==> src/rtl/hour_set_ctrl.sv <==
// hour_set_ctrl: edits the hour in display form (local or world-clock time)
// and commits it back as a Korean 0..23 BCD hour with a one-cycle load pulse.
// Ports:
//   clk, rst (sync, active-high)
//   set_mode (edit level), btn_up/btn_down/btn_ampm (1-cycle pulses)
//   h24, world_clock (display mode), usa/england/spain (region, usa first)
//   cur_h_ten/cur_h_one (current Korean hour, BCD)
//   edit_h_ten/edit_h_one, edit_am/edit_pm (edited hour as displayed)
//   k_h_ten/k_h_one (committed Korean hour), load, busy
// Optional: define HOUR_SET_TIMEOUT_EN to abandon an edit after
// TIMEOUT_CYCLES consecutive button-free EDIT cycles.
module hour_set_ctrl #(
  parameter int TIMEOUT_CYCLES = 1000
) (
  input  logic       clk,
  input  logic       rst,
  input  logic       set_mode,
  input  logic       btn_up,
  input  logic       btn_down,
  input  logic       btn_ampm,
  input  logic       h24,
  input  logic       world_clock,
  input  logic       usa,
  input  logic       england,
  input  logic       spain,
  input  logic [3:0] cur_h_ten,
  input  logic [3:0] cur_h_one,
  output logic [3:0] edit_h_ten,
  output logic [3:0] edit_h_one,
  output logic       edit_am,
  output logic       edit_pm,
  output logic [3:0] k_h_ten,
  output logic [3:0] k_h_one,
  output logic       load,
  output logic       busy
);

  typedef enum logic [1:0] {
    IDLE, CAPTURE, EDIT, COMMIT
  } state_t;

  state_t     state, state_nx;
  logic       set_q;
  logic [4:0] w, off, k;
  logic [4:0] off_sel, cur, w_cap, w_step, k_sum, disp;
  logic [7:0] cur_raw;
  logic [5:0] diff, ksum6;
  logic       rise, expire, twelve;

  function automatic logic [7:0] to_bcd(input logic [4:0] v);
    logic [3:0] t, o;
    if (v >= 5'd20) begin
      t = 4'd2;
      o = 4'(v - 5'd20);
    end else if (v >= 5'd10) begin
      t = 4'd1;
      o = 4'(v - 5'd10);
    end else begin
      t = 4'd0;
      o = v[3:0];
    end
    return {t, o};
  endfunction

  assign rise = set_mode & ~set_q;

  // Region offset from Korean time; usa wins over england over spain.
  always_comb begin
    off_sel = 5'd0;
    if (world_clock && usa)          off_sel = 5'd14;
    else if (world_clock && england) off_sel = 5'd9;
    else if (world_clock && spain)   off_sel = 5'd8;
  end

  // Out-of-range current hours are treated as midnight.
  assign cur_raw = {4'd0, cur_h_ten} * 8'd10 + {4'd0, cur_h_one};
  assign cur     = (cur_raw >= 8'd24) ? 5'd0 : cur_raw[4:0];
  assign diff    = {1'b0, cur} + 6'd24 - {1'b0, off_sel};
  assign w_cap   = (diff >= 6'd24) ? 5'(diff - 6'd24) : diff[4:0];
  assign ksum6   = {1'b0, w} + {1'b0, off};
  assign k_sum   = (ksum6 >= 6'd24) ? 5'(ksum6 - 6'd24) : ksum6[4:0];
  assign twelve  = ~h24 & ~world_clock;

  // up and down together cancel; ampm only acts when alone and in 12h form.
  always_comb begin
    w_step = w;
    if (btn_up && !btn_down)
      w_step = (w == 5'd23) ? 5'd0 : w + 5'd1;
    else if (btn_down && !btn_up)
      w_step = (w == 5'd0) ? 5'd23 : w - 5'd1;
    else if (btn_ampm && !btn_up && !btn_down && twelve)
      w_step = (w >= 5'd12) ? w - 5'd12 : w + 5'd12;
  end

`ifdef HOUR_SET_TIMEOUT_EN
  localparam int CW = $clog2(TIMEOUT_CYCLES + 1);
  logic [CW-1:0] idle_cnt;
  logic          btn_any;

  assign btn_any = btn_up | btn_down | btn_ampm;

  // Zero outside EDIT, so it is already clear on EDIT entry.
  always_ff @(posedge clk) begin
    if (rst || state != EDIT || btn_any) idle_cnt <= '0;
    else                                 idle_cnt <= idle_cnt + 1'b1;
  end

  assign expire = (state == EDIT) && !btn_any &&
                  (idle_cnt == CW'(TIMEOUT_CYCLES - 1));
`else
  // Parameter only matters when the timeout is built in.
  assign expire = 1'b0 && (TIMEOUT_CYCLES > 0);
`endif

  always_ff @(posedge clk) begin
    if (rst) state <= IDLE;
    else     state <= state_nx;
  end

  always_comb begin
    state_nx = state;
    unique case (state)
      IDLE:    if (rise) state_nx = CAPTURE;
      CAPTURE: state_nx = EDIT;
      EDIT: begin
        if (!set_mode)   state_nx = COMMIT;
        else if (expire) state_nx = IDLE;
      end
      COMMIT:  state_nx = IDLE;
      default: state_nx = IDLE;
    endcase
  end

  always_ff @(posedge clk) begin
    if (rst) begin
      set_q <= 1'b0;
      w     <= 5'd0;
      off   <= 5'd0;
      k     <= 5'd0;
    end else begin
      set_q <= set_mode;
      if (state == CAPTURE) begin
        off <= off_sel;
        w   <= w_cap;
      end
      if (state == EDIT)   w <= w_step;
      if (state == COMMIT) k <= k_sum;
    end
  end

  always_comb begin
    disp = w;
    if (twelve) begin
      if (w == 5'd0)      disp = 5'd12;
      else if (w > 5'd12) disp = w - 5'd12;
    end
  end

  always_comb begin
    busy = (state != IDLE);
    load = (state == COMMIT);
    {k_h_ten, k_h_one} = (state == COMMIT) ? to_bcd(k_sum) : to_bcd(k);
    {edit_h_ten, edit_h_one} = 8'd0;
    edit_am = 1'b0;
    edit_pm = 1'b0;
    if (state != IDLE) begin
      {edit_h_ten, edit_h_one} = to_bcd(disp);
      edit_am = twelve & (w < 5'd12);
      edit_pm = twelve & (w >= 5'd12);
    end
  end

endmodule

==> config.mk <==
export PLATFORM = sky130hd
export DESIGN_NAME = hour_set_ctrl
export DESIGN_NICKNAME = d
export VERILOG_FILES = /design/src/rtl/hour_set_ctrl.sv
export SDC_FILE = /design/constraint.sdc
export NUM_CORES = 1
export LEC_CHECK = 0
export ABC_AREA = 1
export CAP_MARGIN = 20
export CORE_MARGIN = 4
export CORE_UTILIZATION = 40
export CTS_CLUSTER_DIAMETER = 30
export DETAILED_ROUTE_END_ITERATION = 8
export PLACE_DENSITY = 0.7
export SYNTH_ARGS = -nofsm -noshare
export SYNTH_HDL_FRONTEND = slang
export SYNTH_SLANG_ARGS = --single-unit
export TNS_END_PERCENT = 10
==> constraint.sdc <==
create_clock -name clk -period 4.2 [get_ports clk]
set_input_delay 0.84 -clock clk [delete_from_list [all_inputs] [get_ports clk]]
set_output_delay 0.84 -clock clk [all_outputs]
set_load 0.01 [all_outputs]
==> flow_results.xml <==
<?xml version="1.0" encoding="UTF-8"?>
<metrics>
  <group name="outcome">
    <metric name="status" unit="">finished, final reports clean</metric>
  </group>
  <group name="final_layout">
    <metric name="multiInputGateArea" unit="sq um">2056</metric>
    <metric name="syn_to_final_growth" unit="%">24.75</metric>
    <metric name="layout-drive-gt1-share" unit="">0.1861</metric>
    <metric name="area_taken_by_flip_flops_and_latches" unit="sq um">320.3</metric>
    <metric name="final.fill_count" unit="">629</metric>
    <metric name="final_area" unit="sq um">3286</metric>
    <metric name="finish.net_count" unit="">512</metric>
    <metric name="antenna_cells" unit="">0</metric>
  </group>
  <group name="route">
    <metric name="routedWlPerCell" unit="um">11.66</metric>
    <metric name="detail_route.first_pass.iterations" unit="">6</metric>
    <metric name="initialDrtViolationCount" unit="">225</metric>
    <metric name="final_antenna_net_count" unit="">0</metric>
    <metric name="detail_route.drc_violations" unit="">0</metric>
    <metric name="routed-via-count" unit="">2636</metric>
    <metric name="totalWireLength" unit="um">6100</metric>
    <metric name="routed_via_density" unit="">5.040</metric>
  </group>
  <group name="clock_tree">
    <metric name="cts_htree_levels" unit="">1</metric>
    <metric name="inserted_clock_buffers" unit="">3</metric>
    <metric name="cts_sinks" unit="">16</metric>
    <metric name="root_buffer" unit="">clkbuf_8</metric>
    <metric name="worst_skew_pair.late_latency" unit="ns">0.24</metric>
    <metric name="cts.path.max_buffers" unit="">2</metric>
    <metric name="holdBufCountCts" unit="">0</metric>
    <metric name="tritoncts" unit="">built</metric>
    <metric name="path_clk_slew" unit="ns">0.06</metric>
  </group>
  <group name="die">
    <metric name="die_y" unit="um">89.15</metric>
    <metric name="cell_row_count" unit="">29</metric>
    <metric name="die-width" unit="um">89.15</metric>
    <metric name="dieArea" unit="sq um">7947</metric>
    <metric name="coreArea" unit="sq um">6386</metric>
    <metric name="floorplan.initialDensity" unit="">0.4124</metric>
    <metric name="num_io_pins" unit="">39</metric>
  </group>
  <group name="pwr">
    <metric name="power.leakage" unit="nW">1.687</metric>
    <metric name="power.density_cell_area" unit="nW/um^2">551.0</metric>
    <metric name="vdd_drop_max" unit="mV">0.2553</metric>
  </group>
  <group name="synth">
    <metric name="synth_top_area_cell" unit="">ha_1</metric>
    <metric name="synth_async_sr_flop_share" unit="">0</metric>
    <metric name="synth.most_common_cell" unit="">inv_1</metric>
    <metric name="post_synth_instance_area" unit="sq um">2634</metric>
    <metric name="synth_flop_cell" unit="">dfxtp_1</metric>
    <metric name="ys.warnings.count" unit="">0</metric>
    <metric name="netlist_top_cells_area" unit="">ha_1, dfxtp_1, inv_1, nand2_1, nand3_1</metric>
    <metric name="synth-seq-area-share" unit="">0.1216</metric>
    <metric name="netlist-cell-type-count" unit="">44</metric>
    <metric name="netlist_instances" unit="">396</metric>
    <metric name="synth_enable_flop_cells" unit="">0</metric>
    <metric name="synth-seq-cells" unit="">16</metric>
    <metric name="syn_avg_cell_area" unit="sq um">6.651</metric>
    <metric name="synth_commonest_cells" unit="">inv_1, nand2_1, ha_1</metric>
    <metric name="yosys.area.top_type_share" unit="">0.1948</metric>
  </group>
  <group name="timing">
    <metric name="finalCritPeriodShare" unit="">0.9534</metric>
    <metric name="max_freq" unit="MHz">249.7</metric>
    <metric name="total_count_of_hold_check_failures_in_the_final_report" unit="">0</metric>
    <metric name="fin_hold_ws" unit="ns">0.4968</metric>
    <metric name="final.setup_skew" unit="ns">0.002148</metric>
    <metric name="drv_slew" unit="">0</metric>
    <metric name="timing.final.crit_period" unit="ns">4.004</metric>
    <metric name="report.final.setup_viol" unit="">0</metric>
    <metric name="rsz0062_at_grt" unit="">true</metric>
  </group>
  <group name="setup_path">
    <metric name="worst_path_most_repeated_cell" unit="">nand2_1</metric>
    <metric name="critical-path-top-delay-family" unit="">adder cells</metric>
    <metric name="slowest_delay" unit="ns">0.37</metric>
    <metric name="critPathMaxFanout" unit="">4</metric>
    <metric name="combined_buffer_and_inverter_count_along_the_critical_path" unit="">5</metric>
    <metric name="worst-endpoint-arrival" unit="ns">4.18</metric>
    <metric name="cell_with_the_largest_stage_delay_on_the_worst_path" unit="">fa_2</metric>
    <metric name="crit_chain" unit="">dlygate4sd2_1 &gt; ha_4 &gt; ha_4 &gt; inv_2 &gt; fa_2 &gt; xnor2_2 &gt; nand2_1 &gt; xnor2_1 &gt; nor2_1 &gt; nand3_2 &gt; inv_2 &gt; nand2_1 &gt; ha_1 &gt; inv_1 &gt; ha_2 &gt; inv_1 &gt; fa_2 &gt; xnor2_2 &gt; or2_2 &gt; nand3_1 &gt; nand2_1 &gt; a21oi_1</metric>
    <metric name="worstPathRequired" unit="ns">4.38</metric>
    <metric name="setup.worst_path.end_class" unit="">flop</metric>
    <metric name="critical_path.startpoint_type" unit="">input port</metric>
    <metric name="timing.setup.critical_path_class" unit="">input port to flop</metric>
  </group>
  <group name="placement">
    <metric name="detail_placement_hpwl" unit="um">5069</metric>
    <metric name="portBuffers" unit="">34</metric>
    <metric name="finalWeightedCongestion" unit="">0.8591</metric>
    <metric name="placement.cell_area" unit="sq um">3154</metric>
  </group>
  <group name="grt">
    <metric name="grt.overflow.total" unit="">0</metric>
    <metric name="grt_first_pass_wirelength" unit="um">10450</metric>
    <metric name="antenna_found_initial" unit="">0</metric>
    <metric name="grt_pass1_vias" unit="">2486</metric>
    <metric name="largest_net_degree_at_the_start_of_global_routing" unit="">12</metric>
    <metric name="total_grt_usage" unit="">0.1577</metric>
  </group>
  <group name="job">
    <metric name="drv.max_cap_violation_count" unit="">0</metric>
  </group>
  <group name="hold_path">
    <metric name="worst_hold_path_type" unit="">flop to flop</metric>
  </group>
</metrics>
-- final timing paths --
path	start	to	slack, ns	cells past startpoint
max	cur_h_ten[3]	w[3]$_SDFFE_PP0P_	0.20	22
min	k[0]$_SDFFE_PP0P_	k[0]$_SDFFE_PP0P_	0.50	2
max reg2reg	w[0]$_SDFFE_PP0P_	w[0]$_SDFFE_PP0P_	2.32	10
min reg2reg	k[0]$_SDFFE_PP0P_	k[0]$_SDFFE_PP0P_	0.50	2
-- worst min-delay path, stage by stage (launching register included) --
cell,delay [ns]
dfxtp_1,0.31
nand2_1,0.08
a21oi_1,0.06
-- through the flow --
step / util / setup WS (ns) / power [mW] / TNS, ns / std cells
finish: 0.5145 / 0.1955 / 1.810 / 0 / 523
global route: 0.5145 / -0.03206 / 2.013 / -0.03304 / 523
CTS: 0.5051 / 0.009833 / 1.805 / 0 / 522
detailed placement: 0.4939 / -0.4335 / 1.667 / -0.9901 / 519
global placement: 0.4939 / -0.3032 / 1.638 / -0.6032 / 519
floorplan: - / 0.2610 / 1.286 / 0 / 399
-- cell type report --
class / instances / share of cell area
Clock buffer: 3 / 0.01257
Timing Repair Buffer: 52 / 0.1466
Tap cell: 77 / 0.02932
Inverter: 76 / 0.08835
Sequential cell: 16 / 0.09749
Multi-Input combinational cell: 299 / 0.6257
-- layer usage --
metal | vias up | routed length (um) | track usage
met5 | - | 0 | 0
met2 | 67 | 2881 | 0.2746
met1 | 1178 | 2839 | 0.2060
met4 | 0 | 115 | 0.04195
met3 | 10 | 264 | 0.01751
li1 | 1381 | - | -
-- registers in the layout, summed over array words and instances, names as in the netlist --
signal and cells:
k 5, w 5, off 3, state 2, set_q 1
-- cells by family after synthesis --
kind of cell,after synthesis,share of synthesized area
simple gates,164,0.3116
buf+inv,84,0.1311
compound gates,73,0.1658
fa+ha+maj,45,0.2252
flops,16,0.1216
xor+xnor,13,0.04323
other cells,1,0.001424
-- power by group --
| group | total [mW] | internal (mW) | leakage (nW) | switching, mW |
|---|---|---|---|---|
| registers | 0.256 | 0.197 | 0.131 | 0.0587 |
| clock network | 0.111 | 0.0634 | 0.0216 | 0.0473 |
| logic | 1.44 | 0.601 | 1.53 | 0.842 |
-- repair_timing --
action	4_1_cts	5_1_grt
buffers inserted	0	1
setup endpoints to repair	3	7
pin swaps	7	6
resized for setup	12	14
-- placed cells by master, fill, tap and decap left out, types with 3 or more instances in the layout --
| cell type | n |
|---|---|
| xnor2_1 | 5 |
| a21oi_1 | 21 |
| o21ai_0 | 21 |
| conb_1 | 4 |
| nand2_4 | 5 |
| o211ai_1 | 3 |
| fa_2 | 3 |
| xor2_1 | 5 |
| nand3_2 | 9 |
| dlymetal6s2s_1 | 4 |
| clkdlybuf4s50_1 | 27 |
| inv_1 | 63 |
| nor2_2 | 3 |
| o21ai_1 | 9 |
| nor3_1 | 3 |
| ha_2 | 3 |
| inv_2 | 10 |
| nand3_1 | 33 |
| ha_1 | 36 |
| buf_4 | 18 |
| clkbuf_8 | 3 |
| dlygate4sd2_1 | 3 |
| nand2_2 | 11 |
| nor2_1 | 26 |
| nand2_1 | 66 |
| dfxtp_1 | 16 |
Power figures use the tool's default switching activity.
